$ cat src/rtl/ram_port_arbiter.sv
// Round-robin arbiter sharing the RAM controller's single cache-side port between
// two requesters; a watchdog completes a transaction whose controller ack never arrives.
module ram_port_arbiter #(
  parameter int ADDR_SIZE      = 13,
  parameter int CASH_STR_WIDTH = 64,
  parameter int TIMEOUT_CYCLES = 255
) (
  input  logic                      clk,
  input  logic                      not_reset,
  input  logic                      req0_avalid,
  input  logic [ADDR_SIZE-1:0]      req0_addr,
  input  logic                      req0_rnw,
  input  logic [CASH_STR_WIDTH-1:0] req0_wdata,
  output logic                      req0_ack,
  output logic [CASH_STR_WIDTH-1:0] req0_rdata,
  input  logic                      req1_avalid,
  input  logic [ADDR_SIZE-1:0]      req1_addr,
  input  logic                      req1_rnw,
  input  logic [CASH_STR_WIDTH-1:0] req1_wdata,
  output logic                      req1_ack,
  output logic [CASH_STR_WIDTH-1:0] req1_rdata,
  output logic                      ctrl_avalid,
  output logic [ADDR_SIZE-1:0]      ctrl_addr,
  output logic                      ctrl_rnw,
  output logic [CASH_STR_WIDTH-1:0] ctrl_wdata,
  input  logic                      ctrl_ack,
  input  logic [CASH_STR_WIDTH-1:0] ctrl_rdata,
  output logic                      busy,
  output logic                      err_timeout,
  output logic [1:0]                dbg_state
);

  localparam int TW = $clog2(TIMEOUT_CYCLES + 1);
  localparam logic [TW-1:0] TMO = TW'(TIMEOUT_CYCLES);

  typedef enum logic [1:0] {S_IDLE, S_ISSUE, S_WAIT, S_RESP} state_t;

  state_t                    r_state;
  state_t                    w_state_nxt;
  logic                      r_gnt_id;
  logic                      r_last_grant;
  logic [TW-1:0]             r_timer;
  logic [TW-1:0]             w_timer_inc;
  logic                      w_grant;
  logic                      w_pick;
  logic                      w_done;
  logic                      w_expire;
  logic                      r_ack0;
  logic                      r_ack1;
  logic [CASH_STR_WIDTH-1:0] r_rdata0;
  logic [CASH_STR_WIDTH-1:0] r_rdata1;
  logic                      r_ctrl_avalid;
  logic [ADDR_SIZE-1:0]      r_ctrl_addr;
  logic                      r_ctrl_rnw;
  logic [CASH_STR_WIDTH-1:0] r_ctrl_wdata;
  logic                      r_busy;
  logic                      r_err;

  // Handshake: a requester holds avalid (and its fields) until it samples its
  // one-cycle ack, then drops avalid on that same edge; ctrl_avalid is a
  // one-cycle pulse and ctrl_ack is a one-cycle completion pulse.
  assign w_pick      = (req0_avalid && req1_avalid) ? ~r_last_grant : req1_avalid;
  assign w_timer_inc = r_timer + 1'b1;

  always_comb begin
    w_state_nxt = r_state;
    w_grant     = 1'b0;
    w_done      = 1'b0;
    w_expire    = 1'b0;
    case (r_state)
      S_IDLE: begin
        if (req0_avalid || req1_avalid) begin
          w_grant     = 1'b1;
          w_state_nxt = S_ISSUE;
        end
      end
      S_ISSUE: begin
        if (ctrl_ack) begin
          w_done      = 1'b1;
          w_state_nxt = S_RESP;
        end else begin
          w_state_nxt = S_WAIT;
        end
      end
      S_WAIT: begin
        // A controller ack landing on the expiry cycle still counts as success.
        if (ctrl_ack) begin
          w_done      = 1'b1;
          w_state_nxt = S_RESP;
        end else if (w_timer_inc == TMO) begin
          w_expire    = 1'b1;
          w_state_nxt = S_RESP;
        end
      end
      S_RESP:  w_state_nxt = S_IDLE;
      default: w_state_nxt = S_IDLE;
    endcase
  end

  always_ff @(posedge clk or negedge not_reset) begin
    if (!not_reset) begin
      r_state       <= S_IDLE;
      r_gnt_id      <= 1'b0;
      r_last_grant  <= 1'b1;
      r_timer       <= '0;
      r_ack0        <= 1'b0;
      r_ack1        <= 1'b0;
      r_rdata0      <= '0;
      r_rdata1      <= '0;
      r_ctrl_avalid <= 1'b0;
      r_ctrl_addr   <= '0;
      r_ctrl_rnw    <= 1'b0;
      r_ctrl_wdata  <= '0;
      r_busy        <= 1'b0;
      r_err         <= 1'b0;
    end else begin
      r_state       <= w_state_nxt;
      r_busy        <= (w_state_nxt != S_IDLE);
      r_ctrl_avalid <= w_grant;
      r_ack0        <= 1'b0;
      r_ack1        <= 1'b0;
      if (w_grant) begin
        r_gnt_id     <= w_pick;
        r_last_grant <= w_pick;
        r_ctrl_addr  <= w_pick ? req1_addr  : req0_addr;
        r_ctrl_rnw   <= w_pick ? req1_rnw   : req0_rnw;
        r_ctrl_wdata <= w_pick ? req1_wdata : req0_wdata;
      end
      if (r_state == S_ISSUE) begin
        r_timer <= '0;
      end else if (r_state == S_WAIT) begin
        r_timer <= w_timer_inc;
      end
      if (w_done || w_expire) begin
        if (r_gnt_id) begin
          r_ack1   <= 1'b1;
          r_rdata1 <= w_done ? ctrl_rdata : '0;
        end else begin
          r_ack0   <= 1'b1;
          r_rdata0 <= w_done ? ctrl_rdata : '0;
        end
      end
      if (w_expire) begin
        r_err <= 1'b1;
      end
    end
  end

  assign req0_ack    = r_ack0;
  assign req0_rdata  = r_rdata0;
  assign req1_ack    = r_ack1;
  assign req1_rdata  = r_rdata1;
  assign ctrl_avalid = r_ctrl_avalid;
  assign ctrl_addr   = r_ctrl_addr;
  assign ctrl_rnw    = r_ctrl_rnw;
  assign ctrl_wdata  = r_ctrl_wdata;
  assign busy        = r_busy;
  assign err_timeout = r_err;
  assign dbg_state   = r_state;

endmodule
$ cat config.mk
export PLATFORM = sky130hd
export DESIGN_NAME = ram_port_arbiter
export DESIGN_NICKNAME = d
export VERILOG_FILES = /design/src/rtl/ram_port_arbiter.sv
export SDC_FILE = /design/constraint.sdc
export NUM_CORES = 1
export LEC_CHECK = 0
export ABC_AREA = 1
export CAP_MARGIN = 40
export CORE_AREA = 2 2 168 170
export CTS_CLUSTER_DIAMETER = 40
export CTS_CLUSTER_SIZE = 12
export DETAILED_ROUTE_END_ITERATION = 8
export DIE_AREA = 0 0 170 172
export PLACE_DENSITY_LB_ADDON = 0.15
export SLEW_MARGIN = 15
export SYNTH_ARGS = -nofsm -noshare
export SYNTH_HDL_FRONTEND = slang
export SYNTH_SLANG_ARGS = --single-unit
$ cat constraint.sdc
create_clock -name clk -period 3.3 [get_ports clk]
set_input_delay 0.66 -clock clk [delete_from_list [all_inputs] [get_ports clk]]
set_output_delay 0.66 -clock clk [all_outputs]
set_load 0.03 [all_outputs]
==> flow_metrics.py, run 1 <==
metrics = {
    "detailed_routing": {
        "wl_mm": 33.4,
        "drc": 0,
        "num_vias": 9232,
        "antenna_left": 0,
        "routedWlPerCell_um": 16.6,
        "viasPerCell": 4.60,
        "drt_pre_antenna_iters": 7,
        "drtIter0Drc": 532,
    },
    "sta": {
        "tightestPinTransition_ps": 867,
        "rsz0062_at_grt": "no",
        "finalMaxSlewViolations": 0,
        "slew_headroom": 0.422,
        "max_freq_mhz": 439,
        "fin_tns_setup_ps": 0,
        "min_period_ps": 2280,
        "finClkSkew_ps": 9.70,
        "post-route-period-util": 0.690,
        "hold-worst-slack_ps": 147,
        "hold_viol": 0,
        "setup_slack_ps": 1020,
        "setup_viol": 0,
    },
    "clock_network": {
        "cts_resized": 0,
        "clkSlewWorstSetupHoldPaths_ps": 50,
        "postCtsSetupBuffers": 0,
        "cts_buffers": 38,
        "htreeDepth": 2,
        "worstSkewPairLatency_ps": 500,
        "cts.sink_count": 223,
        "clock-root-buffer": "clkbuf_16",
        "ctsHoldBuffers": 0,
        "cts_tree": "built",
        "cts_buffer_depth": 3,
    },
    "global_route": {
        "grt_max_degree": 98,
        "grt.total_usage": 0.224,
        "grt_pass1_wl_mm": 50.9,
        "first_global_vias": 9088,
        "antenna_found_initial": 3,
        "grt_overflow_total": 0,
    },
    "power": {
        "ir_drop_uv": 536,
        "powerDensity_nw_per_um2": 1120,
        "intPower_mw": 10.2,
        "p_switching_mw": 7.51,
        "comb_power_share": 0.489,
        "p_sw_frac": 0.425,
        "seq_power_share": 0.271,
        "clkPwrFrac": 0.240,
        "p_leak_nw": 7.52,
    },
    "yosys": {
        "synth.area.top_cells": "dfrtp_1 58%, nand2_1 22%, nor2_1 5.9%",
        "synth-edff-count": 0,
        "async_reset_ff_frac": 1.00,
        "syn_area_um2": 9650,
        "yosysUniqueCellTypes": 18,
        "synthCells": 1208,
        "synth.most_common_cell": "nand2_1",
        "seq_area_frac_synth": 0.578,
        "synth.top_cell.area_share": 0.576,
        "yosys_register_bits": 223,
        "synthTopCellsByCount": "577 x nand2_1, 222 x dfrtp_1, 151 x nor2_1, 84 x inv_1, 78 x a31oi_1",
        "synth_top_cell_by_area": "dfrtp_1",
        "ys.flop_type": "dfrtp_1",
        "syn_area_per_cell_um2": 7.99,
        "synth_fp_nets": 1438,
        "ys_warn_count": 0,
    },
    "worst_setup_path": {
        "cp.buffers_inverters": 1,
        "max_stage_delay_ps": 780,
        "cp-end-kind": "output pin",
        "start_kind": "register",
        "required_ps": 2640,
        "crit_chain": "clkdlybuf4s50_1",
        "critPathTopFamily": "buffers and inverters",
        "critPathArrivalTime_ps": 1620,
        "critPathKind": "register to output pin",
        "cp_slowest_cell": "clkdlybuf4s50_1",
        "cp_max_fo": 2,
    },
    "placed_design": {
        "pre_cts_ws_ps": 878,
        "port-buffer-count": 437,
        "place_hpwl_mm": 23.3,
        "place.gp.congestion": 0.825,
    },
    "floorplan": {
        "die_h_um": 172,
        "initial_core_util": 0.351,
        "dieArea_um2": 29200,
        "rows": 61,
        "die_x_um": 170,
        "ioPinCount": 438,
        "design.core.area_um2": 27500,
    },
    "run": {
        "maxCapViolCount": 0,
    },
    "worst_hold_path": {
        "hold_path_class": "input port to asynchronous set/reset pin",
    },
    "cells_and_area": {
        "drive_above_1_share": 0.0542,
        "area_growth_pct": 62.6,
        "post-route-util": 0.571,
        "nets": 1860,
    },
    "outcome": {
        "status": "completed",
    },
}
flip-flops by register name (all words and copies together) (netlist names):
name	count
ctrl_wdata	64
req0_rdata	64
req1_rdata	64
ctrl_addr	13
r_timer	8
dbg_state	2
busy	1
ctrl_avalid	1
ctrl_rnw	1
err_timeout	1
r_gnt_id	1
r_last_grant	1
req0_ack	1
req1_ack	1
cells by family after synthesis:
family | count (synthesis) | synth area share
AO/OA/AOI/OAI | 91 | 0.0582
adder cells (fa/ha/maj) | 5 | 0.00648
buffers and inverters | 154 | 0.0700
flip-flops | 223 | 0.578
AND/OR/NAND/NOR | 735 | 0.287
final timing paths:
check,cells after the start,from,slack (ps),end
setup reg to reg,11,r_timer[1],1030,req1_rdata[59]
max in group asynchronous,2,not_reset,2290,ctrl_wdata[51]
min in group clk,2,err_timeout,470,err_timeout
hold / removal,1,not_reset,150,req0_rdata[2]
hold reg to reg,2,err_timeout,470,err_timeout
setup / recovery,1,req1_rdata[11],1020,req1_rdata[11]
stage by stage:
stage,total power [mW],instance area (um^2),cells
3_3_place_gp,13.4,14300,1936
6_report,17.7,15700,2009
4_1_cts,17.9,15700,2005
5_1_grt,18.8,15700,2008
2_1_floorplan,9.72,9650,1208
3_5_place_dp,13.5,14300,1936
metal layers:
metal / vias up / wire length (um) / track usage / share of wire
li1: 4570 / - / - / -
met1: 4253 / 13000 / 0.264 / 0.39
met2: 364 / 16400 / 0.379 / 0.49
met3: 45 / 3280 / 0.0849 / 0.098
met4: 0 / 774 / 0.0691 / 0.023
met5: - / 0 / 0 / 0
area by class of cell:
| cell class | count | area (um^2) |
|---|---|---|
| Antenna cell | 4 | 10.0 |
| Fill cell | 2550 | 11800 |
| Sequential cell | 223 | 5580 |
| Inverter | 85 | 319 |
| Clock inverter | 23 | 317 |
| Timing Repair Buffer | 451 | 4560 |
| Multi-Input combinational cell | 831 | 3410 |
| Clock buffer | 46 | 1060 |
| Tap cell | 346 | 433 |
power by group through the flow:
stage,clock network (mW),registers (mW),logic [mW]
floorplan,0,7.16,2.56
global placement,0,4.78,8.65
detailed placement,0,4.81,8.71
CTS,4.33,4.80,8.73
global route,4.46,4.97,9.32
finish,4.24,4.79,8.63
placed cells by master, fill, tap and decap left out:
master / synthesis / final
ha_1: 5 / 5
nand2_1: 577 / 573
clkbuf_8: 0 / 2
dfrtp_1: 222 / 221
inv_2: 1 / 2
clkbuf_1: 47 / 3
nand2_2: 0 / 4
inv_1: 84 / 83
nand3_1: 5 / 5
diode_2: 0 / 4
dfrtp_2: 0 / 1
bufinv_16: 0 / 7
a31oi_1: 78 / 78
o21ai_1: 2 / 2
o21ai_0: 6 / 6
nand4_1: 2 / 2
a221oi_1: 1 / 1
dfstp_2: 1 / 1
clkbuf_16: 0 / 41
inv_6: 0 / 2
o22ai_1: 4 / 4
clkdlybuf4s50_1: 0 / 436
nor2_4: 0 / 1
buf_12: 0 / 6
nor2_1: 151 / 150
buf_8: 0 / 1
clkinv_4: 0 / 3
clkinv_2: 0 / 8
clkinvlp_4: 0 / 3
buf_4: 0 / 8
Power figures use the tool's default switching activity.
==> run 2: changes to the inputs <==
--- a/config.mk
+++ b/config.mk
@@ -7,11 +7,11 @@
 export LEC_CHECK = 0
 export ABC_AREA = 1
 export CAP_MARGIN = 40
-export CORE_AREA = 2 2 168 170
+export CORE_AREA = 2 2 173 175
 export CTS_CLUSTER_DIAMETER = 40
 export CTS_CLUSTER_SIZE = 12
 export DETAILED_ROUTE_END_ITERATION = 8
-export DIE_AREA = 0 0 170 172
+export DIE_AREA = 0 0 175 177
 export PLACE_DENSITY_LB_ADDON = 0.15
 export SLEW_MARGIN = 15
 export SYNTH_ARGS = -nofsm -noshare
==> constraint.sdc (replaced) <==
create_clock -name clk -period 1.9 [get_ports clk]
set_input_delay 0.38 -clock clk [delete_from_list [all_inputs] [get_ports clk]]
set_output_delay 0.38 -clock clk [all_outputs]
set_load 0.03 [all_outputs]
==> run 2 against run 1 <==
Clock-buffer cell count shrank 1. Highest routed layer is now met5. Sequential share of layout area shrank 0.29 points. Final cell count grew 3.3%. Die area grew 5.9%. Via count grew 1.3%. Clock power grew 56%. Critical endpoint is now req1_rdata[27].
==> flow_metrics.py, run 2 (same netlist as run 1, synthesis figures left out) <==
metrics = {
    "cells_and_area": {
        "drive_above_1_share": 0.0886,
        "fill_cells": 2821,
        "layout.cells.non_filler": 2075,
        "nets": 1886,
        "area_growth_pct": 64.1,
        "final_common_cell": "nand2_1",
        "fin_area_um2": 15800,
        "post-route-util": 0.542,
        "layout_common_cells": "550 x nand2_1, 225 x clkdlybuf4s50_1, 218 x dfrtp_1",
    },
    "detailed_routing": {
        "highest-signal-layer": "met5",
        "viasPerCell": 4.51,
        "wl_met3_mm": 3.33,
        "drtIter0Drc": 601,
        "antenna_left": 0,
        "num_vias": 9355,
        "drt_pre_antenna_iters": 6,
        "routedWlPerCell_um": 16.7,
        "drc": 0,
        "wl_mm": 34.6,
        "wl_met2_mm": 17.1,
        "wl_met1_mm": 13.3,
    },
    "sta": {
        "finalMaxSlewViolations": 0,
        "max_freq_mhz": 533,
        "min_period_ps": 1880,
        "hold_viol": 0,
        "post-route-period-util": 0.988,
        "slew_headroom": 0.626,
        "tightestPinTransition_ps": 562,
        "fin_tns_setup_ps": 0,
        "setup_slack_ps": 22.9,
        "setup_viol": 0,
        "rsz0062_at_grt": "yes",
        "finClkSkew_ps": 20.9,
        "hold-worst-slack_ps": 363,
    },
    "worst_setup_path": {
        "start_kind": "register",
        "cp-end-kind": "register",
        "r2r_slack_ps": 20,
        "required_ps": 2310,
        "cp_max_fo": 24,
        "rr_endpoint": "req1_rdata[27]",
        "cp_slowest_cell": "dfrtp_1",
        "cp_common_cell": "nand2_1",
        "critPathTopFamily": "simple AND/OR/NAND/NOR gates",
        "rr_startpoint": "r_timer[0]",
        "cp-startpoint": "r_timer[0]",
        "max_stage_delay_ps": 410,
        "critPathArrivalTime_ps": 2280,
        "crit_chain": "ha_4, nand2_1, nand2_2, nor2_2, nand2_1, nor2_2, nand4_1, nand2_2, nand2_4, clkbuf_16, nand2_1, nand2_1",
        "critPathKind": "register to register",
        "ff2ff_path_depth": 12,
        "cp.buffers_inverters": 1,
    },
    "clock_network": {
        "htreeDepth": 2,
        "cts.sink_count": 223,
        "cts_tree": "built",
        "clkSlewWorstSetupHoldPaths_ps": 60,
        "cts_buffers": 37,
        "worstSkewPairLatency_ps": 510,
        "clock-root-buffer": "clkbuf_16",
        "cts_buffer_depth": 3,
    },
    "floorplan": {
        "initial_core_util": 0.330,
        "ioPinCount": 438,
        "design.core.area_um2": 29200,
        "rows": 63,
        "die_x_um": 175,
        "die_h_um": 177,
        "dieArea_um2": 31000,
    },
    "global_route": {
        "grt_pass1_wl_mm": 52.2,
        "grt.total_usage": 0.216,
        "antenna_found_initial": 3,
        "grt_overflow_total": 0,
        "first_global_vias": 9365,
        "grt_max_degree": 71,
    },
    "placed_design": {
        "placed_area_um2": 14600,
        "place_inst": 2001,
        "place.gp.congestion": 0.817,
        "port-buffer-count": 437,
        "pre_cts_ws_ps": -28.3,
        "place_hpwl_mm": 24.6,
    },
    "power": {
        "powerDensity_nw_per_um2": 1840,
        "finalPower_mw": 29.2,
        "ir_drop_uv": 770,
        "p_leak_nw": 8.05,
    },
    "run": {
        "maxCapViolCount": 0,
    },
    "outcome": {
        "status": "completed",
    },
    "worst_hold_path": {
        "hold_path_class": "input port to asynchronous set/reset pin",
    },
}
==> run 2: changes by cell type in the layout (fill, tap and decap cells not counted), moves of 9 or more <==
| cell | previous run | this run |
|---|---|---|
| clkdlybuf4s50_1 | 436 | 225 |
| dlygate4sd2_1 | 0 | 210 |
| nand2_1 | 573 | 550 |
| nand2_2 | 4 | 22 |
| buf_4 | 8 | 20 |
| buf_12 | 6 | 15 |
==> run 2: final cells by class <==
type	instances	area, um^2	area share
clock inverters	20	191	0.0121
inverters	85	319	0.0201
well taps	390	488	0.0308
clock buffers	45	1040	0.0656
flip-flops and latches	223	5590	0.353
repair buffers	478	4660	0.294
diodes	3	7.51	0.000474
multi-input cells	831	3540	0.224
==> run 2: per-layer routing <==
layer,track usage,vias up
li1,-,4620
met1,0.256,4322
met2,0.370,358
met3,0.0756,53
met4,0.0660,2
met5,0,-
==> run 2: worst max path at each step <==
stage	to	slack [ps]	depth (start not counted)
after CTS	req1_ack	10	1
after floorplan	req0_rdata[37]	20	9
after global routing	req1_rdata[34]	-100	11
final	req1_rdata[27]	20	12
after global placement	req0_rdata[23]	30	12
after detailed placement	req1_rdata[27]	-30	12
==> run 2: power breakdown <==
| group | switching (mW) | total [mW] | leakage (nW) | internal (mW) |
|---|---|---|---|---|
| sequential | 1.23 | 8.26 | 2.68 | 7.03 |
| combinational | 9.59 | 14.3 | 4.77 | 4.70 |
| clock | 2.42 | 6.61 | 0.597 | 4.19 |
| total | 13.2 | 29.2 | 8.05 | 15.9 |
==> run 2: what timing repair did <==
action,4_1_cts,5_1_grt
pin swaps,0,3
hold buffers,1,0
gates cloned,0,3
buffers inserted,0,2
hold endpoints to repair,35,0
resized for setup,212,43
endpoints found under the setup margin,294,131
==> run 3: changes to the inputs <==
--- a/config.mk
+++ b/config.mk
@@ -12,8 +12,8 @@
 export CTS_CLUSTER_SIZE = 12
 export DETAILED_ROUTE_END_ITERATION = 8
 export DIE_AREA = 0 0 175 177
-export PLACE_DENSITY_LB_ADDON = 0.15
-export SLEW_MARGIN = 15
+export GPL_ROUTABILITY_DRIVEN = 1
+export PLACE_DENSITY_LB_ADDON = 0.25
 export SYNTH_ARGS = -nofsm -noshare
 export SYNTH_HDL_FRONTEND = slang
 export SYNTH_SLANG_ARGS = --single-unit
==> run 3 against run 2 <==
The flow now finishes with violations (setup timing). First-iteration DRC count fell by 7.7%. Routed wire length barely moved. Clock skew fell by 1.1 ps. Clock power rose by 4.7%. Critical path depth fell by 1. Largest power group unchanged. Combinational power barely moved.
==> flow_metrics.py, run 3 (same netlist as run 1, synthesis figures left out) <==
metrics = {
    "floorplan": {
        "rows": 63,
        "ioPinCount": 438,
        "dieArea_um2": 31000,
        "die_x_um": 175,
        "design.core.area_um2": 29200,
        "initial_core_util": 0.330,
        "die_h_um": 177,
    },
    "detailed_routing": {
        "antenna_left": 0,
        "wl_met1_mm": 13.2,
        "viasPerCell": 4.59,
        "wl_met3_mm": 3.50,
        "highest-signal-layer": "met4",
        "num_vias": 9568,
        "wl_mm": 34.7,
        "routedWlPerCell_um": 16.6,
        "drtIter0Drc": 555,
        "drt_pre_antenna_iters": 5,
        "wl_met2_mm": 17.0,
        "drc": 0,
    },
    "sta": {
        "max_freq_mhz": 523,
        "fin_tns_setup_ps": -59.7,
        "slew_headroom": 0.723,
        "post-route-period-util": 1.01,
        "min_period_ps": 1910,
        "setup_slack_ps": -13.7,
        "tightestPinTransition_ps": 417,
        "finClkSkew_ps": 19.7,
        "setup_viol": 12,
        "finalMaxSlewViolations": 0,
        "hold_viol": 0,
        "rsz0062_at_grt": "yes",
    },
    "outcome": {
        "violations": "setup timing",
        "status": "finished, violations left",
    },
    "worst_setup_path": {
        "max_stage_delay_ps": 410,
        "cp_max_fo": 16,
        "required_ps": 2300,
        "start_kind": "register",
        "critPathKind": "register to register",
        "critPathArrivalTime_ps": 2310,
        "crit_chain": "ha_4, nand3_4, o21ai_2, nand2_1, nor2_1, nand4_1, nand2_2, nand2_8, buf_6, nand2_1, nand2_1",
        "cp.buffers_inverters": 1,
        "critPathTopFamily": "simple AND/OR/NAND/NOR gates",
        "cp_slowest_cell": "dfrtp_1",
        "cp_common_cell": "nand2_1",
        "cp-end-kind": "register",
    },
    "placed_design": {
        "place_inst": 2001,
        "place_hpwl_mm": 24.1,
        "placed_area_um2": 14600,
        "pre_cts_ws_ps": -3.34,
        "port-buffer-count": 437,
        "place.gp.congestion": 0.882,
    },
    "worst_hold_path": {
        "hold_path_class": "input port to asynchronous set/reset pin",
    },
    "global_route": {
        "grt_max_degree": 79,
        "grt_pass1_wl_mm": 52.8,
        "grt_overflow_total": 0,
        "grt.total_usage": 0.217,
        "antenna_found_initial": 6,
        "first_global_vias": 9652,
    },
    "cells_and_area": {
        "nets": 1889,
        "final_common_cell": "nand2_1",
        "fin_area_um2": 15900,
        "drive_above_1_share": 0.0759,
        "layout.cells.non_filler": 2083,
        "area_growth_pct": 65.0,
        "layout_common_cells": "570 x nand2_1, 224 x clkdlybuf4s50_1, 218 x dfrtp_1",
    },
    "power": {
        "finalPower_mw": 29.6,
        "ir_drop_uv": 1010,
        "powerDensity_nw_per_um2": 1860,
        "p_leak_nw": 8.12,
    },
    "clock_network": {
        "cts_buffer_depth": 3,
        "cts.sink_count": 223,
        "htreeDepth": 2,
        "clock-root-buffer": "clkbuf_16",
        "clkSlewWorstSetupHoldPaths_ps": 50,
        "worstSkewPairLatency_ps": 510,
        "cts_buffers": 37,
        "cts_tree": "built",
    },
    "run": {
        "maxCapViolCount": 0,
    },
}
==> run 3: cell count changes in the layout (fill, tap and decap cells not counted), moves of 2 or more <==
cell | previous run | this run
buf_4 | 20 | 17
buf_6 | 3 | 5
bufinv_16 | 2 | 5
clkbuf_1 | 2 | 4
clkbuf_16 | 41 | 43
clkbuf_8 | 4 | 1
diode_2 | 3 | 6
nand2_1 | 550 | 570
nand2_2 | 22 | 4
nand2_4 | 5 | 2
nor2_1 | 147 | 149
==> run 3: worst reg2reg max path, cell delays in order (launching register included) <==
cell and delay (ps):
dfrtp_1 410, ha_4 190, nand3_4 90, o21ai_2 140
nand2_1 80, nor2_1 120, nand4_1 140, nand2_2 180
nand2_8 130, buf_6 220, nand2_1 70, nand2_1 50
==> run 3: routing by layer <==
| metal | vias up | track usage |
|---|---|---|
| met5 | - | 0 |
| met4 | 0 | 0.0840 |
| met3 | 58 | 0.0773 |
| met2 | 386 | 0.366 |
| met1 | 4482 | 0.252 |
| li1 | 4642 | - |
==> run 3: where the power goes <==
part / switching, mW / internal (mW) / total, mW
Sequential: 1.25 / 7.03 / 8.28
Clock: 2.43 / 4.49 / 6.92
Combinational: 9.59 / 4.82 / 14.4
==> run 3: cell type report <==
type | instances | area (um^2)
Sequential cell | 223 | 5590
Clock inverter | 23 | 278
Fill cell | 2773 | 13300
Antenna cell | 6 | 15.0
Inverter | 85 | 319
Multi-Input combinational cell | 831 | 3480
Tap cell | 390 | 488
Clock buffer | 44 | 1000
Timing Repair Buffer | 481 | 4750
==> run 3: through the flow <==
| stage | hold WS (ps) | util |
|---|---|---|
| 2_1_floorplan | 84.4 | - |
| 3_3_place_gp | 248 | 0.501 |
| 3_5_place_dp | 247 | 0.501 |
| 4_1_cts | 313 | 0.536 |
| 5_1_grt | 315 | 0.544 |
| 6_report | 314 | 0.544 |
==> run 3: worst paths after layout <==
kind	from	end	slack [ps]	cells past startpoint
worst max-delay path	r_timer[0]	req1_rdata[42]	-10	11
worst min-delay path	not_reset	req0_rdata[56]	310	2
worst max register to register	r_timer[0]	req1_rdata[42]	-10	11
worst min register to register	req0_rdata[5]	req0_rdata[5]	460	2
max in group asynchronous	not_reset	ctrl_wdata[4]	900	3
min in group clk	req1_wdata[14]	ctrl_wdata[14]	430	3
==> run 3: repair_timing <==
item | 4_1_cts | 5_1_grt
pin swaps | 0 | 6
gates resized for setup | 211 | 21
endpoints found under the hold margin | 21 | 0
endpoints found under the setup margin | 221 | 146
gates cloned | 0 | 7
hold buffers | 1 | 0
setup buffers | 0 | 1
==> patch 1: new RTL, config.mk and constraints of run 2 <==
Put one more register stage on the output `dbg_state`, cleared by the reset. The value now appears one clock later. The other outputs are not delayed to match.
--- a/src/rtl/ram_port_arbiter.sv
+++ b/src/rtl/ram_port_arbiter.sv
@@ -158,3 +158,9 @@
   assign err_timeout = r_err;
-  assign dbg_state   = r_state;
+  always_ff @(posedge clk or negedge not_reset) begin
+    if (!not_reset) begin
+      dbg_state <= '0;
+    end else begin
+      dbg_state <= r_state;
+    end
+  end
 
Check against the original RTL: not equivalent (a bounded check fails within 4 cycles, from zero or initial values and one cycle with not_reset low).
==> patch 1 against run 2 <==
- routed wire length grew 0.76%
- die area is the same
- area after synthesis up 0.51%
- power grew 2.1%
- sequential cell count up 2
- setup slack improved by 0.0084 ns
- final area is 0.65% higher
==> patch 1: results (changes against run 2) <==
Async SR Flop Fraction=1.00 (unchanged); GR Util All Layers=0.218 (+0.00137); final net count=1891 (+0.27%); Primary FF master, synth=dfrtp_1; net load switching power=13200 uW (about the same); compound-gate portion of the synthesized area=0.0579 (-0.000293); layout cells sized above 1=0.0854 (-0.00318); origin of the critical flop-to-flop path=r_timer[0]; relative slew slack=0.685 (+0.0589); DRT Pass-1 Iters=5 (-1); vias=9548 (+2.1%); Sequential Power Share=0.280 (-0.003); Comb group=14300 uW (about the same); GPL Wtd Cong=0.802 (-1.8%); Layout fillers=2781 (-1.4%); placed inst area=14700 um^2 (+0.34%); CP max stage cell=dfrtp_2; DR WL/cell=16.8 um (+0.56%); status=finished clean; r2r setup slk=0.03 ns; initial antenna violation count=4 (+1); Final Cycle Share=0.984 (-0.00441); Syn Nets=1440 (+0.14%); Final TNS setup=0 ns (unchanged); Worst VDD drop=0.961 mV (+25%); Leak Pwr=0.00812 uW (+0.85%); Placed Cells=2007 (+0.30%); Critical Path Source=r_timer[0]; slowest stage delay, CP=0.43 ns (+0.02 ns); Place WS=-0.00661 ns (+0.0217 ns); CTS HTree Levels=2 (unchanged); register area share after synthesis=0.581 (+0.00225); HPWL after detailed placement=24.9 mm (+1.1%); CP arrival=2.25 ns (-0.03 ns); Layout area overhead=64.3%; largest net degree at the start of global routing=71 (unchanged); Worst Path Max Fanout=18 (-25%); sequential power=8330 uW (+0.8%); top cells by area, synth=dfrtp_1, nand2_1, nor2_1, a31oi_1, inv_1; Synth top cells by count=nand2_1, dfrtp_1, nor2_1; clock skew after layout=0.0122 ns (-0.00864 ns); reg2reg end=req1_rdata[62]; initial DRC count=536 (-11%); first-pass GRT wire length=52.9 mm (+1.4%); Post-Synth Adder-Cell Area=0.00645 (-0.0000326); hold_ws=0.388 ns (+0.0247 ns); Avg Vias per Cell=4.59 (+1.9%); Unique masters post-synth=18 (unchanged); Mean Syn Cell Area=8.02 um^2 (+0.34%); vias in the first global route=9664 (+3.2%)
-- patch 1: cell count changes after synthesis --
cell      change
buf_1         -1
buf_2         -1
clkbuf_1      +2
dfrtp_1       +2
-- patch 1: per-layer routing --
metal / GRT usage / vias up / part of all wire
li1: - / 4626 / -
met1: 0.256 / 4528 / 0.39
met2: 0.375 / 343 / 0.49
met3: 0.0756 / 49 / 0.091
met4: 0.0660 / 2 / 0.021
met5: 0 / - / 0.00034
-- patch 1: timing repair --
item,CTS,global route
resized for setup,212,37
setup buffers,0,1
hold endpoints to repair,41,0
cloned,0,3
hold buffers,1,0
pin swaps,0,4
setup endpoints to repair,232,133
-- patch 1: final cells by class --
class,instances,area share
Antenna cell,3,0.000471
Sequential cell,225,0.353
Timing Repair Buffer,481,0.293
Inverter,85,0.0200
Clock inverter,20,0.0192
Tap cell,390,0.0306
Clock buffer,44,0.0630
Multi-Input combinational cell,831,0.220
==> patch 2: new RTL, flow settings as in run 2 <==
Without the edit above. `CASH_STR_WIDTH`: 64 -> 68.
--- a/src/rtl/ram_port_arbiter.sv
+++ b/src/rtl/ram_port_arbiter.sv
@@ -4,3 +4,3 @@
   parameter int ADDR_SIZE      = 13,
-  parameter int CASH_STR_WIDTH = 64,
+  parameter int CASH_STR_WIDTH = 68,
   parameter int TIMEOUT_CYCLES = 255
Interface: changed (6 resized); port bits go from 438 to 462. The function was not compared with the original's and may differ.
==> patch 2 against run 2 <==
- the flow now finishes with violations (setup timing)
- power is 7.0% higher
- maximum frequency fell by 5.6%
- sequential cell count grew 12
- count of clock-buffer cells in the layout rose by 8
- final area rose by 6.3%
- setup slack got worse by 0.11 ns
- die area unchanged
- global-route usage is 0.85 points higher
- non-clock buffer count increased by 36
- area after synthesis rose by 4.7%
- routed wire length rose by 6.5%
- critical endpoint is now req1_rdata[21]
- largest cell class unchanged
==> patch 2: results (changes against run 2) <==
status=finished with violations; failing checks=setup timing; first-pass GRT wire length=54.7 mm (+4.8%); Worst Path Max Fanout=6 (-75%); CP max stage cell=dfrtp_1; relative slew slack=0.656 (+0.0301); register area share after synthesis=0.582 (+0.00351); Place WS=-0.0236 ns (+0.00476 ns); initial DRC count=566 (-5.8%); DRT Pass-1 Iters=4 (-2); HPWL after detailed placement=25.6 mm (+4.1%); post-route setup slack=-0.0889 ns (-0.112 ns); largest net degree at the start of global routing=70 (-1.4%); Num CTS Buffers=39 (+5.4%); Layout fillers=2710 (-3.9%); Primary FF master, synth=dfrtp_1; critical path's top delay family=simple AND/OR/NAND/NOR gates; clock skew after layout=0.0270 ns (+0.00611 ns); vias in the first global route=9689 (+3.5%); placed inst area=15500 um^2 (+5.8%); Leak Pwr=0.00863 uW (+7.2%); root buffer cell=clkbuf_16; GR Util All Layers=0.225 (+0.00855); final net count=1997 (+5.9%); Skew-Pair Late Insertion Delay=0.51 ns (about the same); port buffer count=461 (+5.5%); Final setup violation count=136 (+136); Worst VDD drop=0.904 mV (+17%); Syn Nets=1514 (+5.3%); CP arrival=2.39 ns (+0.11 ns); Hold Crit Class=in -> async; Yosys warning count=0 (unchanged); Final TNS setup=-6.44 ns (-6.44 ns); initial antenna violation count=1 (-2); Unique masters post-synth=20 (+2); slowest stage delay, CP=0.40 ns; clock buffer depth=3 (unchanged); # rows=63 (unchanged); Synth top cells by count=nand2_1, dfrtp_1, nor2_1; Routed WL=36.9 mm (+6.5%); GPL Wtd Cong=0.825 (+0.92%); top cells by area, synth=dfrtp_1, nand2_1, nor2_1, a31oi_1, inv_1; layout cells sized above 1=0.0785 (-0.0101); Avg Vias per Cell=4.61 (+2.3%)
## patch 2: layout make-up
type / instances / area, um^2 / share of cell area
repair buffers: 514 / 5100 / 0.303
clock inverters: 16 / 185 / 0.0110
flip-flops and latches: 235 / 5890 / 0.350
diodes: 1 / 2.50 / 0.000149
multi-input cells: 876 / 3680 / 0.219
well taps: 390 / 488 / 0.0290
inverters: 89 / 334 / 0.0198
clock buffers: 53 / 1150 / 0.0684
## patch 2: final timing paths
kind                                 from        endpoint  slack, ns  depth (start not counted)
hold reg to reg               err_timeout     err_timeout       0.46                          2
hold / removal                  not_reset   req0_rdata[0]       0.42                          2
setup reg to reg               r_timer[0]  req1_rdata[21]      -0.09                         11
max in group asynchronous       not_reset  ctrl_wdata[38]       0.83                          3
setup / recovery               r_timer[0]  req1_rdata[21]      -0.09                         11
min in group clk           req1_wdata[21]  ctrl_wdata[21]       0.44                          3
## patch 2: kinds of logic after synthesis
logic type | after synthesis | synth area share
AND/OR/NAND/NOR | 775 | 0.290
AO/OA/AOI/OAI | 95 | 0.0580
flip-flops | 235 | 0.582
buffers and inverters | 162 | 0.0644
adder cells (fa/ha/maj) | 5 | 0.00619
## patch 2: power breakdown
group,switching [uW],total [uW],internal (uW),leakage (uW)
Sequential,1310,8720,7410,0.00283
Clock,2440,7090,4650,0.000652
Combinational,10200,15400,5140,0.00515
Total,14000,31200,17200,0.00863
## patch 2: through the flow
step | instances | hold WS, ns
floorplan | 1272 | 0.0844
global placement | 2094 | 0.375
detailed placement | 2094 | 0.369
CTS | 2164 | 0.418
global route | 2174 | 0.439
finish | 2174 | 0.424
## patch 2: per-layer routing
layer / vias to the layer above / track usage / wire (um)
li1: 4882 / - / -
met1: 4710 / 0.275 / 14900
met2: 373 / 0.376 / 17700
met3: 62 / 0.0741 / 3290
met4: 0 / 0.0715 / 979
met5: - / 0 / 0
## patch 2: timing repair
action | CTS | global route
setup buffers | 0 | 1
cloned | 0 | 8
pin swaps | 0 | 8
setup endpoints to repair | 266 | 143
hold buffers | 1 | 0
hold endpoints to repair | 49 | 0
resized for setup | 223 | 26
